`src/rtl/fpu_op_ctrl.sv`:
```
// OP-FP sequencing controller: registers and decodes an accepted instruction,
// resolves the rounding mode, and times the per-class execution latency.
module fpu_op_ctrl #(
    parameter int ADD_LAT = 3,
    parameter int MUL_LAT = 4,
    parameter int SMP_LAT = 1,
    parameter int CNT_W   = 3
) (
    input  logic       clk,
    input  logic       reset,
    input  logic       in_valid,
    output logic       in_ready,
    input  logic [4:0] funct5,
    input  logic [2:0] rm,
    input  logic [4:0] rs2,
    input  logic [2:0] frm,
    output logic       start,
    output logic [4:0] sel,
    output logic [2:0] rm_eff,
    output logic       cvt_unsigned,
    output logic       wb_int,
    output logic       illegal,
    output logic       out_valid,
    input  logic       out_ready,
    output logic       busy
);

    typedef enum logic [1:0] {S_IDLE, S_EXEC, S_DONE} state_t;
    typedef enum logic [1:0] {C_ADD, C_MUL, C_SMP} lat_class_t;

    state_t           r_state;
    state_t           w_state_nxt;
    logic [CNT_W-1:0] r_cnt;
    logic             r_start;
    logic [4:0]       r_sel;
    logic [2:0]       r_rm_eff;
    logic             r_cvt;
    logic             r_wb;
    logic             r_illegal;

    lat_class_t       w_cls;
    logic [4:0]       w_sel;
    logic             w_wb;
    logic             w_match;
    logic             w_rnd;
    logic             w_cvt;
    logic [2:0]       w_rm_eff;
    logic             w_illegal;
    logic [CNT_W-1:0] w_lat;
    logic             w_accept;

    assign w_rm_eff  = (rm == 3'b111) ? frm : rm;
    // Only rounding ops reject the reserved modes 101/110.
    assign w_illegal = ~w_match | (w_rnd & ((w_rm_eff == 3'b101) | (w_rm_eff == 3'b110)));
    assign in_ready  = (r_state == S_IDLE) | ((r_state == S_DONE) & out_ready);
    assign w_accept  = in_valid & in_ready;

    always_comb begin
        w_sel   = '0;
        w_cls   = C_SMP;
        w_wb    = 1'b0;
        w_match = 1'b0;
        w_rnd   = 1'b0;
        w_cvt   = 1'b0;
        case (funct5)
            5'b00000: begin w_match = 1'b1; w_sel = 5'd4; w_cls = C_ADD; w_rnd = 1'b1; end
            5'b00001: begin w_match = 1'b1; w_sel = 5'd5; w_cls = C_ADD; w_rnd = 1'b1; end
            5'b00010: begin w_match = 1'b1; w_sel = 5'd6; w_cls = C_MUL; w_rnd = 1'b1; end
            5'b00101: begin
                if (rm == 3'b000) begin w_match = 1'b1; w_sel = 5'd7; end
                else if (rm == 3'b001) begin w_match = 1'b1; w_sel = 5'd8; end
            end
            5'b10100: begin
                w_wb = 1'b1;
                case (rm)
                    3'b010:  begin w_match = 1'b1; w_sel = 5'd9;  end
                    3'b001:  begin w_match = 1'b1; w_sel = 5'd10; end
                    3'b000:  begin w_match = 1'b1; w_sel = 5'd11; end
                    default: ;
                endcase
            end
            5'b11110: begin w_match = (rm == 3'b000); w_sel = 5'd12; end
            5'b11100: begin w_match = (rm == 3'b000); w_sel = 5'd13; w_wb = 1'b1; end
            5'b11010: begin
                w_match = (rs2[4:1] == 4'b0000); w_sel = 5'd14;
                w_cls = C_ADD; w_rnd = 1'b1; w_cvt = 1'b1;
            end
            5'b11000: begin
                w_match = (rs2[4:1] == 4'b0000); w_sel = 5'd15; w_wb = 1'b1;
                w_cls = C_ADD; w_rnd = 1'b1; w_cvt = 1'b1;
            end
            default: ;
        endcase
    end

    always_comb begin
        case (w_cls)
            C_ADD:   w_lat = CNT_W'(ADD_LAT - 1);
            C_MUL:   w_lat = CNT_W'(MUL_LAT - 1);
            default: w_lat = CNT_W'(SMP_LAT - 1);
        endcase
    end

    always_comb begin
        w_state_nxt = r_state;
        case (r_state)
            S_IDLE: if (w_accept) w_state_nxt = w_illegal ? S_DONE : S_EXEC;
            S_EXEC: if (r_cnt == '0) w_state_nxt = S_DONE;
            S_DONE: if (out_ready) w_state_nxt = w_accept ? (w_illegal ? S_DONE : S_EXEC) : S_IDLE;
            default: w_state_nxt = S_IDLE;
        endcase
    end

    always_ff @(posedge clk) begin
        if (reset) r_state <= S_IDLE;
        else       r_state <= w_state_nxt;
    end

    always_ff @(posedge clk) begin
        if (reset) begin
            r_cnt     <= '0;
            r_start   <= 1'b0;
            r_sel     <= '0;
            r_rm_eff  <= '0;
            r_cvt     <= 1'b0;
            r_wb      <= 1'b0;
            r_illegal <= 1'b0;
        end else begin
            r_start <= w_accept & ~w_illegal;
            if (w_accept) begin
                r_cnt     <= w_lat;
                r_sel     <= w_illegal ? 5'd0 : w_sel;
                r_rm_eff  <= w_rm_eff;
                r_cvt     <= ~w_illegal & w_cvt & rs2[0];
                r_wb      <= ~w_illegal & w_wb;
                r_illegal <= w_illegal;
            end else if ((r_state == S_EXEC) && (r_cnt != '0)) begin
                r_cnt <= r_cnt - CNT_W'(1);
            end
        end
    end

    assign start        = r_start;
    assign sel          = r_sel;
    assign rm_eff       = r_rm_eff;
    assign cvt_unsigned = r_cvt;
    assign wb_int       = r_wb;
    assign illegal      = r_illegal;
    assign out_valid    = (r_state == S_DONE);
    assign busy         = (r_state != S_IDLE);

endmodule
```
`config.mk`:
```
export PLATFORM = sky130hd
export DESIGN_NAME = fpu_op_ctrl
export DESIGN_NICKNAME = d
export VERILOG_FILES = /design/src/rtl/fpu_op_ctrl.sv
export SDC_FILE = /design/constraint.sdc
export NUM_CORES = 1
export LEC_CHECK = 0
export ABC_AREA = 1
export CORE_UTILIZATION = 25
export CTS_CLUSTER_DIAMETER = 80
export DETAILED_ROUTE_END_ITERATION = 12
export PLACE_DENSITY_LB_ADDON = 0.05
export SYNTH_ARGS = -nofsm -noshare
export SYNTH_HDL_FRONTEND = slang
export SYNTH_SLANG_ARGS = --single-unit
```
`constraint.sdc`:
```
create_clock -name clk -period 1.8 [get_ports clk]
set_input_delay 0.18 -clock clk [delete_from_list [all_inputs] [get_ports clk]]
set_output_delay 0.18 -clock clk [all_outputs]
set_load 0.005 [all_outputs]
```
==> run metrics, run 1 <==
maximum VDD drop 202.9 uV; mapped cell area 963.4 um^2; area growth from synthesis to layout 47.01%; drc violations 0; dominant combinational cell family by area after synthesis simple AND/OR/NAND/NOR gates; Seq cells post-synth 16; data required time of the critical path 1.62 ns; via count of the first global-routing pass 990; post-synthesis share of cell area spent on xor and xnor gates 0%; number of endpoints with negative hold slack in the final report 0; achievable frequency 655.1 MHz; DRT Wirelength 2211 um; total internal power 653.4 uW; number of setup violations in the final report 0; Inserted Diodes 0; count of final max-slew check failures 0; kind of end point of the critical path primary output; clock input transition at the sequential cells of the worst setup and hold paths 0.06 ns; Max H-tree Level 1; Bufs and invs on worst path 3; Comb pwr share 20.7%; standard-cell rows 22; max-capacitance violation count 0; Max stage delay cell, worst path sky130_fd_sc_hd__clkdlybuf4s50_1; gp weighted congestion 0.7383; Synth Area in Compound Gates 12.73%; RSZ-0062 raised after global routing false; synthesized netlist net count 169; routed wl met2 1108 um; post_cts resized 0; clock network power share 36.1%; DP Area 1361 um^2; share of cells above drive strength 1 14.59%; DR vias/cell 4.215; result of the run finished clean; cell repeated most along the worst path sky130_fd_sc_hd__clkdlybuf4s50_1; CP Data Arrival Time 1.35 ns; most frequent standard cell in the layout excluding fill and tap cells sky130_fd_sc_hd__nand2_1; crit path launch type primary input; total power per unit cell area 611.8 nW/um^2; net switching fraction of the power 24.60%; switching power summed over all nets 213.2 uW; M1 wire length 1006 um; top cells by area, synth sky130_fd_sc_hd__dfxtp_1 (33%), sky130_fd_sc_hd__nand2_1 (19%), sky130_fd_sc_hd__inv_1 (6.6%); synthesized-area fraction occupied by and/or/nand/nor cells 42.08%; Cell variety after synth 26; Final period util 84.81%; wire length of the first global-routing pass 3981 um; root buffer cell sky130_fd_sc_hd__clkbuf_8; number of buffers inserted by post-CTS setup repair 0; global routing usage summed across all routing layers 12.34%; proportion of power drawn by flip-flops and latches 43.2%; top library cells by usage in the layout, fill and taps aside sky130_fd_sc_hd__nand2_1 (49), sky130_fd_sc_hd__clkdlybuf4s50_1 (33), sky130_fd_sc_hd__inv_1 (17), sky130_fd_sc_hd__dfxtp_1 (16), sky130_fd_sc_hd__nor2_1 (15); global route total overflow 0; family with the most delay on the worst path buffers and inverters; Syn Area/Cell 6.554 um^2; Starting DRT DRC Count 31; clock tree from TritonCTS done; floorplan die height 64.08 um; Core Area 3689 um^2; maximum number of pins on one net before global-route repair 10; kind of critical path primary input to primary output; number of buffers inserted for hold repair after clock tree synthesis 0; maximum single-stage delay on the critical path 0.51 ns; share of the synthesized area in the top cell type 33.25%; count of synthesis-stage warnings from yosys 0; detail-routed net length per standard cell 9.489 um; sequential share of the synthesized area 33.25%; portion of netlist area occupied by mux cells 0%; total of buffers placed on input and output ports 33; via count 982; initial core utilization 26.12%; number of filler cells placed in the layout 414; adder-cell area share of the yosys netlist 2.597%; Tightest Hold Check Type flip-flop to flip-flop; critical path, cell by cell clkdlybuf4s50_1 > inv_1 > a21oi_2 > clkdlybuf4s50_1; Yosys top cell by area sky130_fd_sc_hd__dfxtp_1; Routed Antenna Nets 0; Sinks on Clock Net 16; summed negative setup slack over all endpoints 0 ns; Clock Latency Late Sink 0.24 ns; met3 wire len 96 um; setup clock skew after layout 0.0007363 ns; number of nets at the end of the flow 208; top routing layer in use met3; number of I/O pins 35; number of detailed-route iterations in the first pass 4; maximum clock path buffer count 2; Min Clock Period, post-route 1.527 ns; post-synthesis cell count 147; area of the die 4106 um^2; Die Wd 64.08 um; initial antenna violation count 0; cts bufs inserted 3; Post-DP HPWL 1856 um; post-layout instance area 1416 um^2; peak fanout along the critical path 2; Static Leak 0.0006214 uW; share of the core filled with cells 38.40%
logic make-up after synthesis:
kind of cell	count (synthesis)
and+or+nand+nor	86
buffers and inverters	22
AOI/OAI and AO/OA	20
DFF	16
adders and majority gates	2
other	1
tightest hold or removal path, stage by stage, from the launching register on:
cell and delay (ns):
sky130_fd_sc_hd__dfxtp_1 0.31, sky130_fd_sc_hd__nand2_1 0.06, sky130_fd_sc_hd__nand2_1 0.05
power groups by stage:
stage / clock, uW / combinational, uW / sequential, uW
detailed placement: 0 / 181 / 382
global placement: 0 / 181 / 382
CTS: 325 / 182 / 374
finish: 313 / 180 / 374
global route: 334 / 203 / 376
floorplan: 0 / 83.3 / 382
final timing paths:
check / startpoint / to / slack (ns) / cells after the start
setup / recovery: out_ready / in_ready / 0.27 / 4
hold / removal: sel[3]$_SDFFE_PP0P_ / sel[3]$_SDFFE_PP0P_ / 0.45 / 2
setup reg to reg: r_cnt[0]$_SDFFE_PP0P_ / r_cnt[1]$_SDFFE_PP0P_ / 0.30 / 7
hold reg to reg: sel[3]$_SDFFE_PP0P_ / sel[3]$_SDFFE_PP0P_ / 0.45 / 2
metrics by stage:
stage | worst slack (ns) | hold slack (ns) | power, uW | instances
3_5_place_dp | 0.08939 | 0.4480 | 563.1 | 229
4_1_cts | 0.2661 | 0.4618 | 881.2 | 233
6_report | 0.2734 | 0.4536 | 866.6 | 233
5_1_grt | 0.1860 | 0.4819 | 912.7 | 233
2_1_floorplan | 0.4228 | 0.2491 | 465.3 | 147
3_3_place_gp | 0.09680 | 0.4457 | 563.2 | 229
registers in the layout (all words and copies together), names as in the netlist:
name          cells
start             1
wb_int            1
sel               4
illegal           1
r_cnt             3
cvt_unsigned      1
rm_eff            3
r_state           2
metal layers:
layer	vias up	global-route usage [%]
met4	0	5.966
li1	541	-
met5	-	0
met3	0	1.250
met1	415	14.33
met2	26	22.34
cell usage after synthesis:
cell and number:
sky130_fd_sc_hd__a211oi_1 1, sky130_fd_sc_hd__a21oi_1 6, sky130_fd_sc_hd__a21oi_2 2, sky130_fd_sc_hd__a31oi_1 1
sky130_fd_sc_hd__buf_4 1, sky130_fd_sc_hd__clkinv_1 1, sky130_fd_sc_hd__conb_1 1, sky130_fd_sc_hd__dfxtp_1 16
sky130_fd_sc_hd__ha_1 2, sky130_fd_sc_hd__inv_1 17, sky130_fd_sc_hd__inv_2 3, sky130_fd_sc_hd__nand2_1 49
sky130_fd_sc_hd__nand2_2 2, sky130_fd_sc_hd__nand2_4 1, sky130_fd_sc_hd__nand3_1 6, sky130_fd_sc_hd__nand3_2 4
sky130_fd_sc_hd__nand4_1 1, sky130_fd_sc_hd__nor2_1 15, sky130_fd_sc_hd__nor2_2 3, sky130_fd_sc_hd__nor2_4 1
sky130_fd_sc_hd__nor3_4 1, sky130_fd_sc_hd__o2111ai_1 2, sky130_fd_sc_hd__o21ai_0 3, sky130_fd_sc_hd__o21ai_1 4
sky130_fd_sc_hd__o21ai_2 1, sky130_fd_sc_hd__or2_2 3
area by class of cell:
class                           count  area (um^2)  share of cell area (%)
Inverter                           21        78.83                   5.565
Clock buffer                        4        55.05                   3.887
Multi-Input combinational cell    109        556.8                   39.31
Sequential cell                    16        320.3                   22.61
Timing Repair Buffer               35        345.3                   24.38
Tap cell                           48        60.06                   4.240
Note: power is estimated with default switching activity, not from simulation.
==> inputs of run 2 (changes only) <==
==> constraint.sdc (replaced) <==
create_clock -name clk -period 1.31 [get_ports clk]
set_input_delay 0.131 -clock clk [delete_from_list [all_inputs] [get_ports clk]]
set_output_delay 0.131 -clock clk [all_outputs]
set_load 0.005 [all_outputs]
==> run 2 against run 1 <==
  * Via count up 13%
  * Die area unchanged
  * Combinational power up 81%
  * Largest cell class unchanged
  * Routed wire length up 23%
  * Utilization up 7.6 points
  * Non-clock buffer count up 25
  * Global-route usage up 1.6 points
  * Clock skew about the same
  * Worst hold slack worse by 0.067 ns
  * Register-to-register slack worse by 0.26 ns
  * Power up 46%
  * First-iteration DRC count unchanged
==> run metrics, run 2 (same netlist as run 1, synthesis figures left out) <==
Inserted Diodes 0 (unchanged); via count 1107 (+13%); peak fanout along the critical path 5 (+3); most frequent standard cell in the layout excluding fill and tap cells sky130_fd_sc_hd__nand2_1; top library cells by usage in the layout, fill and taps aside sky130_fd_sc_hd__nand2_1 (47), sky130_fd_sc_hd__buf_4 (26), sky130_fd_sc_hd__clkdlybuf4s50_1 (23), sky130_fd_sc_hd__inv_1 (13), sky130_fd_sc_hd__dfxtp_1 (12); worst hold path depth 4 (+2); length in cells of the worst reg-to-reg path 7 (unchanged); total power per unit cell area 746.8 nW/um^2 (+22%); area of the die 4106 um^2 (unchanged); Die Wd 64.08 um (unchanged); global route total overflow 0 (unchanged); floorplan die height 64.08 um (unchanged); RR Endpoint r_cnt[1]$_SDFFE_PP0P_; Sinks on Clock Net 16 (unchanged); area growth from synthesis to layout 76.23%; Core Area 3689 um^2 (unchanged); share of cells above drive strength 1 34.60% (+20 points); DRT Wirelength 2725 um (+23%); routed wl met2 1471 um (+33%); Static Leak 0.0007718 uW (+24%); RR Startpoint r_cnt[0]$_SDFFE_PP0P_; maximum number of pins on one net before global-route repair 10 (unchanged); worst slack at placement -0.3513 ns (-0.4407 ns); kind of end point of the critical path flip-flop; max-capacitance violation count 0 (unchanged); standard-cell rows 22 (unchanged); worst hold endpoint rm_eff[1]$_SDFFE_PP0P_; data required time of the critical path 1.48 ns (-0.14 ns); origin of the worst min-delay path rm[0]; kind of critical path flip-flop to flip-flop; root buffer cell sky130_fd_sc_hd__clkbuf_8; achievable frequency 787.5 MHz; number of flip-flops under the largest register name 4 (unchanged); setup clock skew after layout 0.0006755 ns (-0.00006078 ns); detail-routed net length per standard cell 10.52 um (+11%); switching power summed over all nets 321.2 uW (+51%); area occupied by multi-input gates 628.1 um^2 (+13%); number of endpoints with negative hold slack in the final report 0 (unchanged); Comb pwr share 25.6% (+4.9 points); RSZ-0062 raised after global routing true; Final period util 96.93%; area used by sequential logic in the layout 325.3 um^2 (+1.6%); initial core utilization 26.12% (unchanged); clock tree from TritonCTS done; cell count after placement 251 (+9.6%); total internal power 946.8 uW (+45%); maximum clock path buffer count 2 (unchanged); number of I/O pins 35 (unchanged); clock input transition at the sequential cells of the worst setup and hold paths 0.06 ns (about the same); cts bufs inserted 3 (unchanged); Max H-tree Level 1 (unchanged); number of setup violations in the final report 0 (unchanged); Routed Antenna Nets 0 (unchanged); M1 wire length 1111 um (+10%); met3 wire len 112 um (+17%); maximum VDD drop 332.5 uV (+64%); reg2reg setup slack 0.04 ns (-0.26 ns); Min Clock Period, post-route 1.270 ns; Clock Latency Late Sink 0.24 ns (about the same); count of final max-slew check failures 0 (unchanged); crit path launch type flip-flop; Post-DP HPWL 2140 um (+15%); global routing usage summed across all routing layers 13.92% (+1.6 points); critical path startpoint r_cnt[0]$_SDFFE_PP0P_; number of detailed-route iterations in the first pass 4 (unchanged); non-filler instance count after layout 259 (+11%); wire length of the first global-routing pass 4457 um (+12%); clock network power share 33.6% (-2.5 points); Tightest Hold Check Type primary input to flip-flop; gp weighted congestion 0.8174 (+11%); via count of the first global-routing pass 1057 (+6.8%); DR vias/cell 4.274 (+1.4%); net switching fraction of the power 25.33% (+0.73 points); top routing layer in use met4; CP Data Arrival Time 1.44 ns (+0.09 ns); proportion of power drawn by flip-flops and latches 40.8% (-2.4 points); result of the run finished clean; least setup slack across all paths after layout 0.04018 ns (-0.2332 ns); Starting DRT DRC Count 31 (unchanged); drc violations 0 (unchanged); number of filler cells placed in the layout 411 (-0.72%); number of nets at the end of the flow 234 (+13%); initial antenna violation count 0 (unchanged); total of buffers placed on input and output ports 33 (unchanged)
==> run 2: critical path, stage by stage (launching register included) <==
cell and delay [ns]:
sky130_fd_sc_hd__dfxtp_2 0.34, sky130_fd_sc_hd__inv_2 0.05, sky130_fd_sc_hd__ha_4 0.16, sky130_fd_sc_hd__ha_4 0.16
sky130_fd_sc_hd__nor2_4 0.09, sky130_fd_sc_hd__inv_2 0.06, sky130_fd_sc_hd__or2_4 0.22, sky130_fd_sc_hd__a31oi_1 0.11
==> run 2: what timing repair did <==
action                     in CTS  in global routing
pin swaps                       6                  6
setup buffers                   1                  2
resized for setup              20                 12
hold buffers                    0                  0
cloned                          0                  1
setup endpoints to repair      13                 14
==> run 2: power groups by stage <==
stage	clock [uW]	sequential, uW	combinational (uW)
CTS	451	517	303
floorplan	0	525	123
global route	471	519	361
global placement	0	525	309
finish	426	517	325
detailed placement	0	526	311
==> run 2: layout make-up <==
class | instances | area share [%]
Clock buffer | 4 | 3.242
Inverter | 21 | 5.011
Multi-Input combinational cell | 109 | 36.99
Sequential cell | 16 | 19.16
Tap cell | 48 | 3.537
Timing Repair Buffer | 60 | 31.61
Timing Repair inverter | 1 | 0.4422
==> run 2: per-stage QoR <==
step	utilization (%)	instance area [um^2]	setup TNS, ns	hold WS, ns	power, uW
3_5_place_dp	42.33	1562	-4.058	0.4496	836.9
4_1_cts	44.23	1632	0	0.4123	1271
5_1_grt	46.03	1698	-0.03497	0.4295	1350
2_1_floorplan	-	985.9	0	0.2001	648.3
3_3_place_gp	42.33	1562	-3.636	0.4472	834.1
6_report	46.03	1698	0	0.3869	1268
==> run 2: how the worst max path moves through the flow <==
stage | endpoint | slack, ns
2_1_floorplan | r_cnt[1]$_SDFFE_PP0P_ | 0.004
3_3_place_gp | sel[3]$_SDFFE_PP0P_ | -0.32
3_5_place_dp | sel[0]$_SDFFE_PP0P_ | -0.35
4_1_cts | rm_eff[1]$_SDFFE_PP0P_ | 0.004
5_1_grt | rm_eff[1]$_SDFFE_PP0P_ | -0.01
6_report | r_cnt[1]$_SDFFE_PP0P_ | 0.04
==> run 2: metal layers <==
| layer | track usage, % | up-vias |
|---|---|---|
| met3 | 1.250 | 2 |
| met2 | 25.66 | 24 |
| li1 | - | 589 |
| met4 | 6.818 | 0 |
| met1 | 15.82 | 492 |
| met5 | 0 | - |
